[config.mk]
export PLATFORM = sky130hd
export DESIGN_NAME = aes_stream_gearbox_flat
export DESIGN_NICKNAME = d
export VERILOG_FILES = /design/src/rtl/aes_package.sv /design/src/rtl/aes_stream_gearbox_if.sv /design/src/rtl/aes_stream_gearbox.sv /design/src/flat_wrapper.sv
export SDC_FILE = /design/constraint.sdc
export NUM_CORES = 1
export LEC_CHECK = 0
export ABC_AREA = 0
export BUFFER_PORTS_ARGS = -buffer_cell sky130_fd_sc_hd__buf_2
export CAP_MARGIN = 5
export CORE_MARGIN = 2
export CORE_UTILIZATION = 47
export DETAILED_ROUTE_END_ITERATION = 8
export PLACE_DENSITY = 0.75
export SYNTH_ARGS = -nofsm -noshare
export SYNTH_HDL_FRONTEND = slang
export SYNTH_SLANG_ARGS = --single-unit
[constraint.sdc]
create_clock -name clk_i -period 2.11 [get_ports clk_i]
set_input_delay 0.3165 -clock clk_i [delete_from_list [all_inputs] [get_ports clk_i]]
set_output_delay 0.3165 -clock clk_i [all_outputs]
set_load 0.02 [all_outputs]
[src/rtl/aes_package.sv]
// Shared widths, state encodings and status flags for the AES stream gearbox.
package aes_package;

    localparam int unsigned AES_WORD_W  = 32;
    localparam int unsigned AES_BLOCK_W = 128;
    localparam int unsigned AES_WORDS   = AES_BLOCK_W / AES_WORD_W;
    localparam int unsigned AES_CNT_W   = $clog2(AES_WORDS);

    typedef logic [AES_CNT_W-1:0] aes_cnt_t;

    typedef enum logic {
        COLLECT = 1'b0,
        HOLD    = 1'b1
    } aes_pack_state_e;

    typedef enum logic {
        IDLE = 1'b0,
        EMIT = 1'b1
    } aes_unpack_state_e;

    typedef struct packed {
        aes_cnt_t in_cnt;
        aes_cnt_t out_cnt;
        logic     blk_pending;
        logic     emitting;
        logic     strb_err;
    } aes_gearbox_flags_t;

    // Bit offset of word slot idx inside a block (word k lives at [32k+31:32k]).
    function automatic logic [AES_CNT_W+4:0] slot_lsb(input aes_cnt_t idx);
        return {idx, 5'd0};
    endfunction

endpackage

[src/rtl/aes_stream_gearbox_if.sv]
// Valid/ready word stream with byte strobes, used for both gearbox stream ports.
interface hwpe_stream_intf_stream #(
    parameter int unsigned DATA_WIDTH = aes_package::AES_WORD_W
);

    localparam int unsigned STRB_WIDTH = DATA_WIDTH / 8;

    logic                  valid;
    logic                  ready;
    logic [DATA_WIDTH-1:0] data;
    logic [STRB_WIDTH-1:0] strb;

    modport source (output valid, data, strb, input ready);
    modport sink   (input valid, data, strb, output ready);

endinterface

[src/rtl/aes_stream_gearbox.sv]
// Packs 32-bit words into 128-bit blocks for the AES core and unpacks result
// blocks back into 32-bit words; the two directions run independently.
module aes_stream_gearbox
    import aes_package::*;
(
    input  logic                      clk_i,
    input  logic                      rst_ni,
    input  logic                      test_mode_i,
    input  logic                      clear_i,
    hwpe_stream_intf_stream.sink      a_i,
    output logic [AES_BLOCK_W-1:0]    blk_data_o,
    output logic                      blk_valid_o,
    input  logic                      blk_ready_i,
    input  logic [AES_BLOCK_W-1:0]    res_data_i,
    input  logic                      res_valid_i,
    output logic                      res_ready_o,
    hwpe_stream_intf_stream.source    d_o,
    output aes_gearbox_flags_t        flags_o
);

    aes_pack_state_e         pack_state_q;
    aes_cnt_t                in_cnt_q;
    logic [AES_BLOCK_W-1:0]  blk_q;
    logic                    strb_err_q;

    aes_unpack_state_e       unpack_state_q;
    aes_cnt_t                out_cnt_q;
    logic [AES_BLOCK_W-1:0]  res_q;

    logic unused_test_mode;
    assign unused_test_mode = test_mode_i;

    // NOTE: sequential state uses non-blocking assignments only, so every
    // register samples pre-edge values regardless of statement order.
    // NOTE: the block and result registers are reset and cleared as well, so
    // no stale plaintext or ciphertext is ever visible on the outputs.
    always_ff @(posedge clk_i or negedge rst_ni) begin : pack_fsm
        if (!rst_ni) begin
            pack_state_q <= COLLECT;
            in_cnt_q     <= '0;
            blk_q        <= '0;
            strb_err_q   <= 1'b0;
        end else if (clear_i) begin
            pack_state_q <= COLLECT;
            in_cnt_q     <= '0;
            blk_q        <= '0;
            strb_err_q   <= 1'b0;
        end else begin
            unique case (pack_state_q)
                COLLECT: begin
                    if (a_i.valid) begin
                        blk_q[slot_lsb(in_cnt_q) +: AES_WORD_W] <= a_i.data;
                        in_cnt_q <= in_cnt_q + 1'b1;
                        // Partial strobes are still packed; the error is only flagged.
                        if (a_i.strb != '1) begin
                            strb_err_q <= 1'b1;
                        end
                        if (in_cnt_q == aes_cnt_t'(AES_WORDS - 1)) begin
                            pack_state_q <= HOLD;
                        end
                    end
                end
                HOLD: begin
                    if (blk_ready_i) begin
                        pack_state_q <= COLLECT;
                    end
                end
            endcase
        end
    end

    always_ff @(posedge clk_i or negedge rst_ni) begin : unpack_fsm
        if (!rst_ni) begin
            unpack_state_q <= IDLE;
            out_cnt_q      <= '0;
            res_q          <= '0;
        end else if (clear_i) begin
            unpack_state_q <= IDLE;
            out_cnt_q      <= '0;
            res_q          <= '0;
        end else begin
            unique case (unpack_state_q)
                IDLE: begin
                    if (res_valid_i) begin
                        res_q          <= res_data_i;
                        out_cnt_q      <= '0;
                        unpack_state_q <= EMIT;
                    end
                end
                EMIT: begin
                    if (d_o.ready) begin
                        out_cnt_q <= out_cnt_q + 1'b1;
                        if (out_cnt_q == aes_cnt_t'(AES_WORDS - 1)) begin
                            unpack_state_q <= IDLE;
                        end
                    end
                end
            endcase
        end
    end

    // Handshake outputs decode registered state directly, so they are glitch-free
    // and a released block cannot admit a new word in the same cycle.
    assign a_i.ready   = (pack_state_q == COLLECT);
    assign blk_valid_o = (pack_state_q == HOLD);
    assign blk_data_o  = blk_q;

    assign res_ready_o = (unpack_state_q == IDLE);
    assign d_o.valid   = (unpack_state_q == EMIT);
    assign d_o.data    = res_q[slot_lsb(out_cnt_q) +: AES_WORD_W];
    assign d_o.strb    = '1;

    assign flags_o.in_cnt      = in_cnt_q;
    assign flags_o.out_cnt     = out_cnt_q;
    assign flags_o.blk_pending = (pack_state_q == HOLD);
    assign flags_o.emitting    = (unpack_state_q == EMIT);
    assign flags_o.strb_err    = strb_err_q;

endmodule

[src/flat_wrapper.sv]
// flat-port wrapper written by rule: the top's interface ports become plain ports
module aes_stream_gearbox_flat import aes_package::*;
  (clk_i, rst_ni, test_mode_i, clear_i, blk_data_o, blk_valid_o, blk_ready_i, res_data_i, res_valid_i, res_ready_o, flags_o, a_i_valid, a_i_data, a_i_strb, a_i_ready, d_o_valid, d_o_data, d_o_strb, d_o_ready);
  hwpe_stream_intf_stream a_i_i ();
  hwpe_stream_intf_stream d_o_i ();
  input  logic clk_i;
  input  logic rst_ni;
  input  logic test_mode_i;
  input  logic clear_i;
  output logic [AES_BLOCK_W-1:0] blk_data_o;
  output logic blk_valid_o;
  input  logic blk_ready_i;
  input  logic [AES_BLOCK_W-1:0] res_data_i;
  input  logic res_valid_i;
  output logic res_ready_o;
  output aes_gearbox_flags_t flags_o;
  input wire logic [$bits(a_i_i.valid)-1:0] a_i_valid;
  input wire logic [$bits(a_i_i.data)-1:0] a_i_data;
  input wire logic [$bits(a_i_i.strb)-1:0] a_i_strb;
  output wire logic [$bits(a_i_i.ready)-1:0] a_i_ready;
  output wire logic [$bits(d_o_i.valid)-1:0] d_o_valid;
  output wire logic [$bits(d_o_i.data)-1:0] d_o_data;
  output wire logic [$bits(d_o_i.strb)-1:0] d_o_strb;
  input wire logic [$bits(d_o_i.ready)-1:0] d_o_ready;
  assign a_i_i.valid = a_i_valid;
  assign a_i_i.data = a_i_data;
  assign a_i_i.strb = a_i_strb;
  assign a_i_ready = a_i_i.ready;
  assign d_o_valid = d_o_i.valid;
  assign d_o_data = d_o_i.data;
  assign d_o_strb = d_o_i.strb;
  assign d_o_i.ready = d_o_ready;
  aes_stream_gearbox u_core (.clk_i(clk_i), .rst_ni(rst_ni), .test_mode_i(test_mode_i), .clear_i(clear_i), .a_i(a_i_i), .blk_data_o(blk_data_o), .blk_valid_o(blk_valid_o), .blk_ready_i(blk_ready_i), .res_data_i(res_data_i), .res_valid_i(res_valid_i), .res_ready_o(res_ready_o), .d_o(d_o_i), .flags_o(flags_o));
endmodule
Yosys cells after proc, flatten, opt, wreduce, memory -nomap -nowiden
Cells that the tools add are included.
{"block": "totals", "register_bits": 263, "input_bits": 172, "output_inout_bits": 175}
{"block": "classes", "add_sub_neg": 3, "eq_ne": 7, "shifts": 3, "n_mux": 28, "bitwise": 2, "reduce_logical": 7}
{"op": "two-way mux 128 bit", "n": 6}
{"op": "bitwise mux 128 bit", "n": 1}
{"op": "variable shift 32 x 9 -> 128 bit, first input constant", "n": 1}
{"op": "variable part select 128 x 8 -> 32 bit", "n": 1}
{"op": "variable part select 32 x 9 -> 128 bit", "n": 1}
{"op": "two-way mux 1 bit", "n": 12}
{"op": "two-way mux 2 bit", "n": 6}
{"op": "negation 7 -> 9 bit", "n": 1}
{"op": "inequality test 3 bit, second input constant", "n": 2}
{"op": "AND reduction 2 bit", "n": 3}
{"op": "nonzero test 2 bit", "n": 3}
{"op": "adder 2 x 1 -> 2 bit, second input constant", "n": 2}
{"op": "equality test 2 bit, second input constant", "n": 2}
{"op": "inequality test 2 bit, second input constant", "n": 2}
{"op": "inequality test 4 bit, second input constant", "n": 1}
{"op": "case mux 1 bit (2 select lines)", "n": 2}
{"op": "case mux 2 bit (2 select lines)", "n": 1}
{"op": "AND reduction 3 bit", "n": 1}
{"op": "inverter 1 bit", "n": 2}

Longest topological paths before layout
Gate-level depths: netlist (run 1).
{"block": "logic_depth", "depth_word": 6, "ltp_mapped": 9, "ltp_nobuf": 5}

Worst setup path after synthesis (run 1)
Ideal clock, no wire load.
{"block": "synth_path", "kind": "reg2reg", "startpoint": "register u_core.in_cnt_q[0]", "endpoint": "register u_core.blk_q[96], in the netlist u_core.blk_data_o[96]", "setup_ns": 0.125, "arrival_ns": 2.301, "required_ns": 1.985, "setup_slack_ns": -0.316, "stages_incl_launch_ff": 9, "period_less_slack_ns": 2.426, "cell_sequence": "dfrtp_1 -> buf_2 -> clkbuf_1 -> inv_1 -> ha_1 -> and3b_1 -> clkbuf_1 -> and3_1 -> mux2_2"}
{"block": "synth_via", "elab_chain_len": 6, "word_cells_on_any_way": 7, "classes_between": "1 x add/sub; 2 x shift; 4 x mux"}
{"element": "start: declaration", "line": "aes_stream_gearbox.sv:22", "source": "aes_cnt_t in_cnt_q;"}
{"element": "start signal: assignment", "line": "aes_stream_gearbox.sv:53", "source": "in_cnt_q <= in_cnt_q + 1'b1;"}
{"element": "negation 7 -> 9 bit (*)", "line": "aes_stream_gearbox.sv:52", "source": "blk_q[slot_lsb(in_cnt_q) +: AES_WORD_W] <= a_i.data;"}
{"element": "variable part select 32 x 9 -> 128 bit / variable shift 32 x 9 -> 128 bit (equally long branches)", "line": "aes_stream_gearbox.sv:52"}
{"element": "bitwise mux 128 bit (*)", "line": "aes_stream_gearbox.sv:52"}
{"element": "two-way mux 128 bit (*)", "line": "aes_stream_gearbox.sv:51", "source": "if (a_i.valid) begin"}
{"element": "two-way mux 128 bit (*)", "line": "aes_stream_gearbox.sv:49", "source": "unique case (pack_state_q)"}
{"element": "two-way mux 128 bit (*)", "line": "aes_stream_gearbox.sv:43", "source": "end else if (clear_i) begin"}
{"element": "end signal: indexed assignment", "line": "aes_stream_gearbox.sv:52"}
{"element": "end: declaration", "line": "aes_stream_gearbox.sv:23", "source": "logic [AES_BLOCK_W-1:0] blk_q;"}
Every way passes the cells marked *; elsewhere a longest branch is shown, timed or not. The select of a mux whose other input is x is not followed.
A chain may end at the register's enable or synchronous reset.

Worst setup path in the final report (run 1)
{"block": "layout_path", "startpoint": "register u_core.out_cnt_q[0]", "endpoint": "output port d_o_data[18]"}
{"block": "layout_via", "elab_chain_len": 1}
{"element": "start: declaration", "line": "aes_stream_gearbox.sv:27", "source": "aes_cnt_t out_cnt_q;"}
{"element": "start signal: assignment", "line": "aes_stream_gearbox.sv:92", "source": "out_cnt_q <= out_cnt_q + 1'b1;"}
{"element": "variable part select 128 x 8 -> 32 bit", "line": "aes_stream_gearbox.sv:110", "source": "assign d_o.data = res_q[slot_lsb(out_cnt_q) +: AES_WORD_W];"}
{"element": "end: declaration", "line": "flat_wrapper.sv:22", "source": "output wire logic [$bits(d_o_i.data)-1:0] d_o_data;"}
Every way passes these cells.

==> metrics.txt, run 1 <==
FP Rows 57; clk_skew approximately 22 ps; final hold vios 0; share of the synthesized area in the top cell type ~57%; dpl hpwl 21300 um; Worst Path Required ~1800 ps; maximum clock rate around 0.45 GHz; CTS max path bufs 3; Cells after Synth ~870; drt first pass iters 5; GRT Total Usage approximately a quarter; Max VDD drop ~0.60 mV; Adder-Cell Fraction of Synth Area 0.758%; reg-to-reg slack, setup about 200 ps; final antenna-violating net count 0; Leak Pwr between 0.008 and 0.009 uW; worst min-delay path startpoint res_data_i[64]; IO buf count 341; P&R area growth vs syn 39.0%; Power per Cell Area between 700 and 800 nW/um^2; number of I/O pins approximately 350; total wire length 35500 um; Via density ~5.6; ratio of cells with drive above 1 in the final layout just over 40%; met2 WL between 15000 and 20000 um; largest family of logic cells by synthesized area multiplexers; Min Clock Period, post-route about 2200 ps; Register-to-Register Path Depth 7; fin worst setup slack -135 ps; HP Class input port to register; Synth Register Bits between 200 and 300; CTS tree done; initial antenna violation count 8; violation count after the first detailed-route iteration slightly below 600; largest net degree at the start of global routing 72; Seq/Total Area, Yosys a little under three fifths; Slew @ Worst Pin between 700 and 800 ps; clk slew on worst S/H paths approximately 60 ps; Starting Density 47.7%; Power Total 12500 uW; uppermost layer routed met5; Synth Area in Compound Gates roughly a tenth; GP Congestion between 0.8 and 0.9; Synth Warn # 0; Post-Route M1 WL around 14000 um; core area around 24000 sq um; simple-gate share of the synthesized area between 7 and 8%; max_cap viols 0; Mapped Area ~12000 sq um; Setup CP Type register to output pin; DR WL met3 2600 um; most frequent cells in the layout buf_2, dfrtp_1, a22o_1, dlygate4sd3_1, inv_1; DRC violations left 0; Arr. time, crit path between 1500 and 2000 ps; DR WL/cell approximately 21 um; final setup fails 32; vias in the first global route slightly below 10000; # H-tree levels 1; Post-Synth XOR/XNOR Area less than 1%; Die Width approximately 160 um; Clk Latency, worst-skew pair between 500 and 600 ps; period utilization 106%; headroom to the max-slew limit 52.2%; most common cell after layout, fill and taps aside buf_2; Avg Inst Size Synth about 13 sq um; Worst Hold Path EP u_core.res_q[64]; Die ar. 25900 sq um; reg-to-reg endpoint u_core.blk_data_o[76]; via count around 9300; unrepaired setup endpoints after global routing true; total CTS buffers 28; CP endpoint kind output pin; Distinct cells, synth 31; status complete, but fails checks; Max Slew Vio Count 0; mux cell area share after synthesis between 10% and 20%; hold path depth 2; root buffer cell clkbuf_16; GRT overflow 0; nets@finish ~1500; clock sinks 263; largest area contributor in the netlist dfrtp_1; Setup WS pre-CTS -108 ps; failing checks negative setup slack; reg2reg start u_core.in_cnt_q[0]; top cells by area, synth dfrtp_1, a22o_1, mux4_2; die height about 160 um; Worst Path Max Fanout 6; Startpoint Class register; first-pass GRT wire length roughly 53000 um
where the power goes:
part	switching, uW	internal (uW)
Combinational	979	819
Sequential	144	5260
Clock	2070	3210
stage by stage:
step                      cell area (sq um)  instances  TNS [ps]  utilization [%]  hold slack, ps
after floorplan                       11600        872         0                -            20.9
after global placement                13700       1490     -29.1             56.6             320
after detailed placement              13700       1490     -2650             56.6             328
after CTS                             15800       1640     -3370             65.0          0.0951
after global routing                  16100       1653     -4510             66.2           0.633
final                                 16100       1654     -2980             66.3            9.57
worst max path at each step:
stage | startpoint | end | slack (ps) | depth (start not counted)
6_report | u_core.out_cnt_q[0] | d_o_data[18] | -140 | 4
5_1_grt | u_core.out_cnt_q[0] | d_o_data[18] | -180 | 4
4_1_cts | u_core.out_cnt_q[0] | d_o_data[29] | -140 | 3
3_5_place_dp | u_core.in_cnt_q[0] | u_core.blk_data_o[105] | -110 | 5
3_3_place_gp | u_core.in_cnt_q[0] | u_core.blk_data_o[98] | -7 | 5
2_1_floorplan | u_core.in_cnt_q[0] | u_core.blk_data_o[96] | 50 | 8
state kept, by name, indices dropped and copies added (netlist names):
signal and count:
u_core.in_cnt_q 2, u_core.blk_data_o 128, u_core.d_o.valid 1, u_core.out_cnt_q 2, u_core.blk_valid_o 1, u_core.res_q 128, u_core.strb_err_q 1
routing by layer:
| layer | up-vias | GRT usage (%) |
|---|---|---|
| met1 | 4720 | 33.3 |
| met3 | 125 | 5.27 |
| met4 | 2 | 12.5 |
| met5 | - | 0 |
| met2 | 452 | 42.8 |
| li1 | 4025 | - |
worst max-delay path: stages (launching register included):
cell and delay (ps):
dfrtp_2 390, buf_4 140, buf_12 140, mux4_2 550, buf_6 160
cell usage after synthesis (all sizes together):
library cell,count
and3b,1
mux2,64
buf,64
xnor2,1
a311oi,1
dfrtp,263
nor4bb,1
a2bb2oi,1
nand2,33
a32oi,1
mux4,32
a22o,128
nor2,7
nor2b,2
ha,7
and3,63
nand4,33
nor4b,1
mux2i,66
nor3b,2
a21oi,7
conb,1
clkbuf,21
inv,68
nand3b,1
what timing repair did:
item                                    CTS  global route
endpoints found under the setup margin   63            32
hold endpoints to repair                154             0
buffers inserted                          0             3
cloned                                    0             4
gates resized for setup                  10            59
hold buffers                             99             0
layout make-up:
class / instances / area, sq um
repair buffers: 485 / 3490
clock inverters: 18 / 225
diodes: 7 / 17.5
multi-input cells: 456 / 4320
inverters: 68 / 255
flip-flops and latches: 263 / 6580
well taps: 324 / 405
fillers: 1761 / 8180
clock buffers: 33 / 771
kinds of logic (layout without fill, tap and decap cells):
family,after synthesis,after routing
other cells,1,11
flops,263,263
fa+ha+maj,7,7
mux,162,162
compound gates,138,138
xor+xnor,1,1
simple gates,144,144
buf+inv,153,604
Power figures use the tool's default switching activity.
==> run 2: changes to the inputs <==
--- a/config.mk
+++ b/config.mk
@@ -9,9 +9,9 @@
 export BUFFER_PORTS_ARGS = -buffer_cell sky130_fd_sc_hd__buf_2
 export CAP_MARGIN = 5
 export CORE_MARGIN = 2
-export CORE_UTILIZATION = 47
+export CORE_UTILIZATION = 50
 export DETAILED_ROUTE_END_ITERATION = 8
-export PLACE_DENSITY = 0.75
+export PLACE_DENSITY = 0.76
 export SYNTH_ARGS = -nofsm -noshare
 export SYNTH_HDL_FRONTEND = slang
 export SYNTH_SLANG_ARGS = --single-unit
==> constraint.sdc (replaced) <==
create_clock -name clk_i -period 2.6 [get_ports clk_i]
set_input_delay 0.39 -clock clk_i [delete_from_list [all_inputs] [get_ports clk_i]]
set_output_delay 0.39 -clock clk_i [all_outputs]
set_load 0.02 [all_outputs]
==> metrics.txt, run 2 (synthesized netlist as in run 1, its figures left out) <==
FP Rows 55 (-3.5%); Clk Latency, worst-skew pair 530 ps (about the same); final antenna-violating net count 0 (unchanged); final hold vios 0 (unchanged); GRT Total Usage 24.9% (-1.1 points); unrepaired setup endpoints after global routing false; Arr. time, crit path 2040 ps (+110 ps); internal power 7110 uW (-23%); total wire length 30700 um (-13%); via count 8531 (-8.5%); die height 156 um (-3.0%); clock sinks 263 (unchanged); drt first pass iters 5 (unchanged); DRC violations left 0 (unchanged); most frequent cells in the layout buf_2, dfrtp_1, a22o_1, inv_1, mux2i_1; CTS resizes 0 (-10); Via density 5.67 (+0.55%); P&R area growth vs syn 25.8%; net switching power 2440 uW (-24%); DR WL/cell 20.4 um (-4.9%); IO buf count 341 (unchanged); Power per Cell Area 657 nW/um^2 (-15%); Max Slew Vio Count 0 (unchanged); reg-to-reg slack, setup 430 ps (+230 ps); post-layout util 64.2% (-2.0 points); GP Congestion 0.810 (-2.7%); Starting Density 51.0% (+3.4 points); clk_skew 9.51 ps (-12.3 ps); CTS max path bufs 3 (unchanged); Worst Path Required 2210 ps (+420 ps); status finished, final reports clean; switching part of the total 25.6% (-0.033 points); final setup fails 0 (-100%); violation count after the first detailed-route iteration 567 (-2.2%); Setup CP Type register to output pin; combinational share of power 12.7% (-1.7 points); setup bufs post-CTS 0 (unchanged); Die Width 156 um (-3.0%); initial antenna violation count 5 (-3); Leak Pwr 0.00778 uW (-6.9%); Post-Layout Inst Area 14500 sq um (-9.5%); # H-tree levels 1 (unchanged); Slew @ Worst Pin 689 ps (-26.9 ps); Clock power frac 41.6% (-0.7 points); Startpoint Class register; headroom to the max-slew limit 54.0% (+1.8 points); Min Clock Period, post-route between 2000 and 2500 ps; largest net degree at the start of global routing 129 (+79%); ratio of cells with drive above 1 in the final layout 43.2% (+2.1 points); Worst Path Max Fanout 22 (+16); sequential share of power 45.7% (+2.4 points); Layout fillers 1736 (-1.4%); dpl hpwl 20900 um (-2.2%); core area 22600 sq um (-6.6%); number of I/O pins 347 (unchanged); period utilization between 90% and 100%; clk slew on worst S/H paths 60 ps (about the same); CP endpoint kind output pin; most common cell after layout, fill and taps aside buf_2; max_cap viols 0 (unchanged); maximum clock rate about 0.4 GHz; HP Class input port to register; nets@finish 1372 (-7.4%); total CTS buffers 28 (unchanged); Max VDD drop 0.522 mV (-13%); root buffer cell clkbuf_16; CTS tree done; setup tns final 0 ps (+2980 ps); GRT overflow 0 (unchanged); first-pass GRT wire length 48100 um (-9.3%); CTS Hold Bufs 1 (-99%); Cell Area, Placed 13600 sq um (-1.1%); Power Total 9550 uW (-23%); vias in the first global route 8682 (-9.9%); Die ar. 24300 sq um (-5.9%)
==> run 2: cell count changes in the layout (fill, tap and decap cells not counted), sizes merged <==
| cell | before | now |
|---|---|---|
| dlygate4sd3 | 99 | 1 |
| clkinv | 12 | 7 |
| buf | 383 | 375 |
| bufinv | 5 | 2 |
| clkinvlp | 1 | 3 |
| diode | 7 | 6 |
| clkbuf | 36 | 39 |
==> run 2: metrics by stage <==
stage	cells	worst slack, ps	hold slack [ps]
floorplan	872	174	94.4
global placement	1447	535	419
detailed placement	1447	456	419
CTS	1499	113	59.5
global route	1504	66.8	65.4
finish	1505	170	80.4
==> run 2: area by class of cell <==
type | instances | area (sq um) | area share [%]
Timing Repair Buffer | 376 | 2110 | 14.5
Antenna cell | 6 | 15.0 | 0.103
Clock inverter | 12 | 121 | 0.835
Multi-Input combinational cell | 456 | 4300 | 29.6
Tap cell | 285 | 357 | 2.45
Clock buffer | 39 | 803 | 5.52
Sequential cell | 263 | 6580 | 45.3
Inverter | 68 | 255 | 1.76
==> run 2: final timing paths <==
path,endpoint,depth (start not counted),start
max in group asynchronous,u_core.blk_data_o[0],3,rst_ni
min in group asynchronous,u_core.blk_data_o[28],2,rst_ni
worst max-delay path,d_o_data[29],3,u_core.out_cnt_q[0]
worst min-delay path,u_core.res_q[29],2,res_data_i[29]
worst min register to register,u_core.strb_err_q,2,u_core.strb_err_q
worst max register to register,u_core.blk_data_o[112],6,u_core.in_cnt_q[1]
==> run 2: routing by layer <==
layer  track usage [%]  wire (um)  vias up  share of wire, %
met5                 0          0        -                 0
met4              9.44       1060        0               3.5
met3              4.39       2110       64               6.9
met2              39.4      14600      377                48
met1              34.7      12900     4287                42
li1                  -          -     3803                 -
==> run 2: power groups by stage <==
stage	Clock [uW]	Sequential, uW	Combinational (uW)
after floorplan	0	4490	641
after global routing	4210	4390	1310
after detailed placement	0	4440	1210
final	3970	4370	1210
after global placement	0	4430	1190
after CTS	4030	4370	1220
==> run 2: worst max-delay path, cell delays in order (launching register included) <==
cell	delay, ps
dfrtp_2	350
buf_4	380
mux4_2	570
buf_2	180
==> run 3: changes to the inputs <==
--- a/config.mk
+++ b/config.mk
@@ -9,9 +9,9 @@
 export BUFFER_PORTS_ARGS = -buffer_cell sky130_fd_sc_hd__buf_2
 export CAP_MARGIN = 5
 export CORE_MARGIN = 2
-export CORE_UTILIZATION = 50
+export CORE_UTILIZATION = 48
 export DETAILED_ROUTE_END_ITERATION = 8
-export PLACE_DENSITY = 0.76
+export PLACE_DENSITY = 0.75
 export SYNTH_ARGS = -nofsm -noshare
 export SYNTH_HDL_FRONTEND = slang
 export SYNTH_SLANG_ARGS = --single-unit
==> metrics.txt, run 3 (synthesized netlist as in run 1, its figures left out) <==
status finished, final reports clean; Worst Hold Path EP u_core.res_q[94]; Min Clock Period, post-route 2460 ps (+30.2 ps); clock sinks 263 (unchanged); FP Rows 56 (+1.8%); Register-to-Register Path Depth 5 (-1); violation count after the first detailed-route iteration 577 (+1.8%); dpl hpwl 21500 um (+3.3%); Die ar. 25300 sq um (+4.1%); worst min-delay path startpoint res_data_i[94]; final hold vios 0 (unchanged); die height 159 um (+2.0%); Finished Layout Cells 1543 (+2.5%); Clk Latency, worst-skew pair 530 ps (about the same); Placed Cells 1481 (+2.3%); final setup fails 0 (unchanged); max_cap viols 0 (unchanged); Arr. time, crit path 2070 ps (+30 ps); largest net degree at the start of global routing 98 (-24%); Max VDD drop 0.467 mV (-11%); cell breakdown of the critical path buf_12 -> mux4_2 -> buf_2; initial antenna violation count 10 (+5); DRC violations left 0 (unchanged); clk_skew 7.39 ps (-2.11 ps); Via density 5.49 (-3.2%); Setup CP Type register to output pin; most frequent cells in the layout buf_2, dfrtp_1, a22o_1, inv_1, mux2i_1; most common cell after layout, fill and taps aside buf_2; total wire length 31300 um (+1.8%); ratio of cells with drive above 1 in the final layout 43.6% (+0.38 points); via count 8468 (-0.74%); root buffer cell clkbuf_16; reg2reg start u_core.in_cnt_q[1]; Worst Path Buf+Inv 2 (unchanged); reg-to-reg slack, setup 300 ps (-130 ps); maximum clock rate 0.407 GHz (-1.2%); total CTS buffers 28 (unchanged); vias in the first global route 8868 (+2.1%); period utilization 94.6% (+1.2 points); number of I/O pins 347 (unchanged); CTS tree done; hold path depth 2 (unchanged); Max stage delay on crit path 570 ps (about the same); reg-to-reg endpoint u_core.blk_data_o[113]; WP depth 3 (unchanged); Starting Density 49.1% (-2.0 points); GP Congestion 0.837 (+3.3%); Leak Pwr 0.00783 uW (+0.66%); cell at the slowest stage of the critical path dfrtp_4; drt first pass iters 4 (-1); Max Slew Vio Count 0 (unchanged); Slew @ Worst Pin 1270 ps (+576 ps); Die Width 159 um (+2.0%); # H-tree levels 1 (unchanged); setup bufs post-CTS 0 (unchanged); Top delay family on crit path flip-flops; setup tns final 0 ps (unchanged); CTS max path bufs 3 (unchanged); final antenna-violating net count 0 (unchanged); unrepaired setup endpoints after global routing false; CP endpoint kind output pin; Power per Cell Area 675 nW/um^2 (+2.7%); IO buf count 341 (unchanged); P&R area growth vs syn 27.0%; core area 23500 sq um (+4.0%); nets@finish 1372 (unchanged); Startpoint Class register; Worst Path Required 2210 ps (about the same); DR WL/cell 20.3 um (-0.73%); headroom to the max-slew limit 15.3% (-39 points); first-pass GRT wire length 50100 um (+4.0%); GRT overflow 0 (unchanged); Worst Path Max Fanout 19 (-14%); GRT Total Usage 24.6% (-0.27 points); HP Class input port to register; post-layout util 62.3% (-1.9 points); clk slew on worst S/H paths 60 ps (about the same)
-- run 3: repair_timing --
| item | 4_1_cts | 5_1_grt |
|---|---|---|
| endpoints found under the setup margin | 0 | 13 |
| resized for setup | 0 | 1 |
| hold endpoints to repair | 75 | 0 |
| hold buffers | 1 | 0 |
-- run 3: area by class of cell --
type	count	area [sq um]
fill	1884	8870
sequential	263	6590
multi-input combinational	456	4300
timing repair buffer	376	2090
clock buffer	38	820
tap	319	399
inverter	68	255
clock inverter	14	195
antenna	9	22.5
-- run 3: power by group --
| group | switching [uW] | internal (uW) |
|---|---|---|
| logic | 718 | 487 |
| clock network | 1630 | 2690 |
| registers | 109 | 4270 |
| total | 2460 | 7450 |
-- run 3: layer usage --
layer	wire, um	GRT usage, %	vias to the layer above
li1	-	-	3801
met1	13400	34.2	4319
met2	14900	38.6	278
met3	1850	5.29	68
met4	1070	8.93	2
met5	13	0	-
-- run 3: worst max path at each step --
stage,start,endpoint,slack [ps]
finish,u_core.out_cnt_q[0],d_o_data[5],140
global route,u_core.out_cnt_q[0],d_o_data[5],40
floorplan,u_core.in_cnt_q[0],u_core.blk_data_o[96],170
global placement,u_core.in_cnt_q[1],u_core.blk_data_o[110],420
detailed placement,u_core.in_cnt_q[1],u_core.blk_data_o[113],330
CTS,u_core.out_cnt_q[0],d_o_data[2],30
-- run 3: metrics by stage --
| step | power (uW) | cell area, sq um | hold slack, ps | worst slack (ps) |
|---|---|---|---|---|
| final | 9910 | 14700 | 74.4 | 140 |
| after floorplan | 5130 | 11600 | 94.4 | 174 |
| after global placement | 5630 | 13600 | 444 | 415 |
| after global routing | 10300 | 14700 | 63.3 | 43.9 |
| after CTS | 10000 | 14600 | 53.6 | 26.9 |
| after detailed placement | 5660 | 13600 | 451 | 327 |
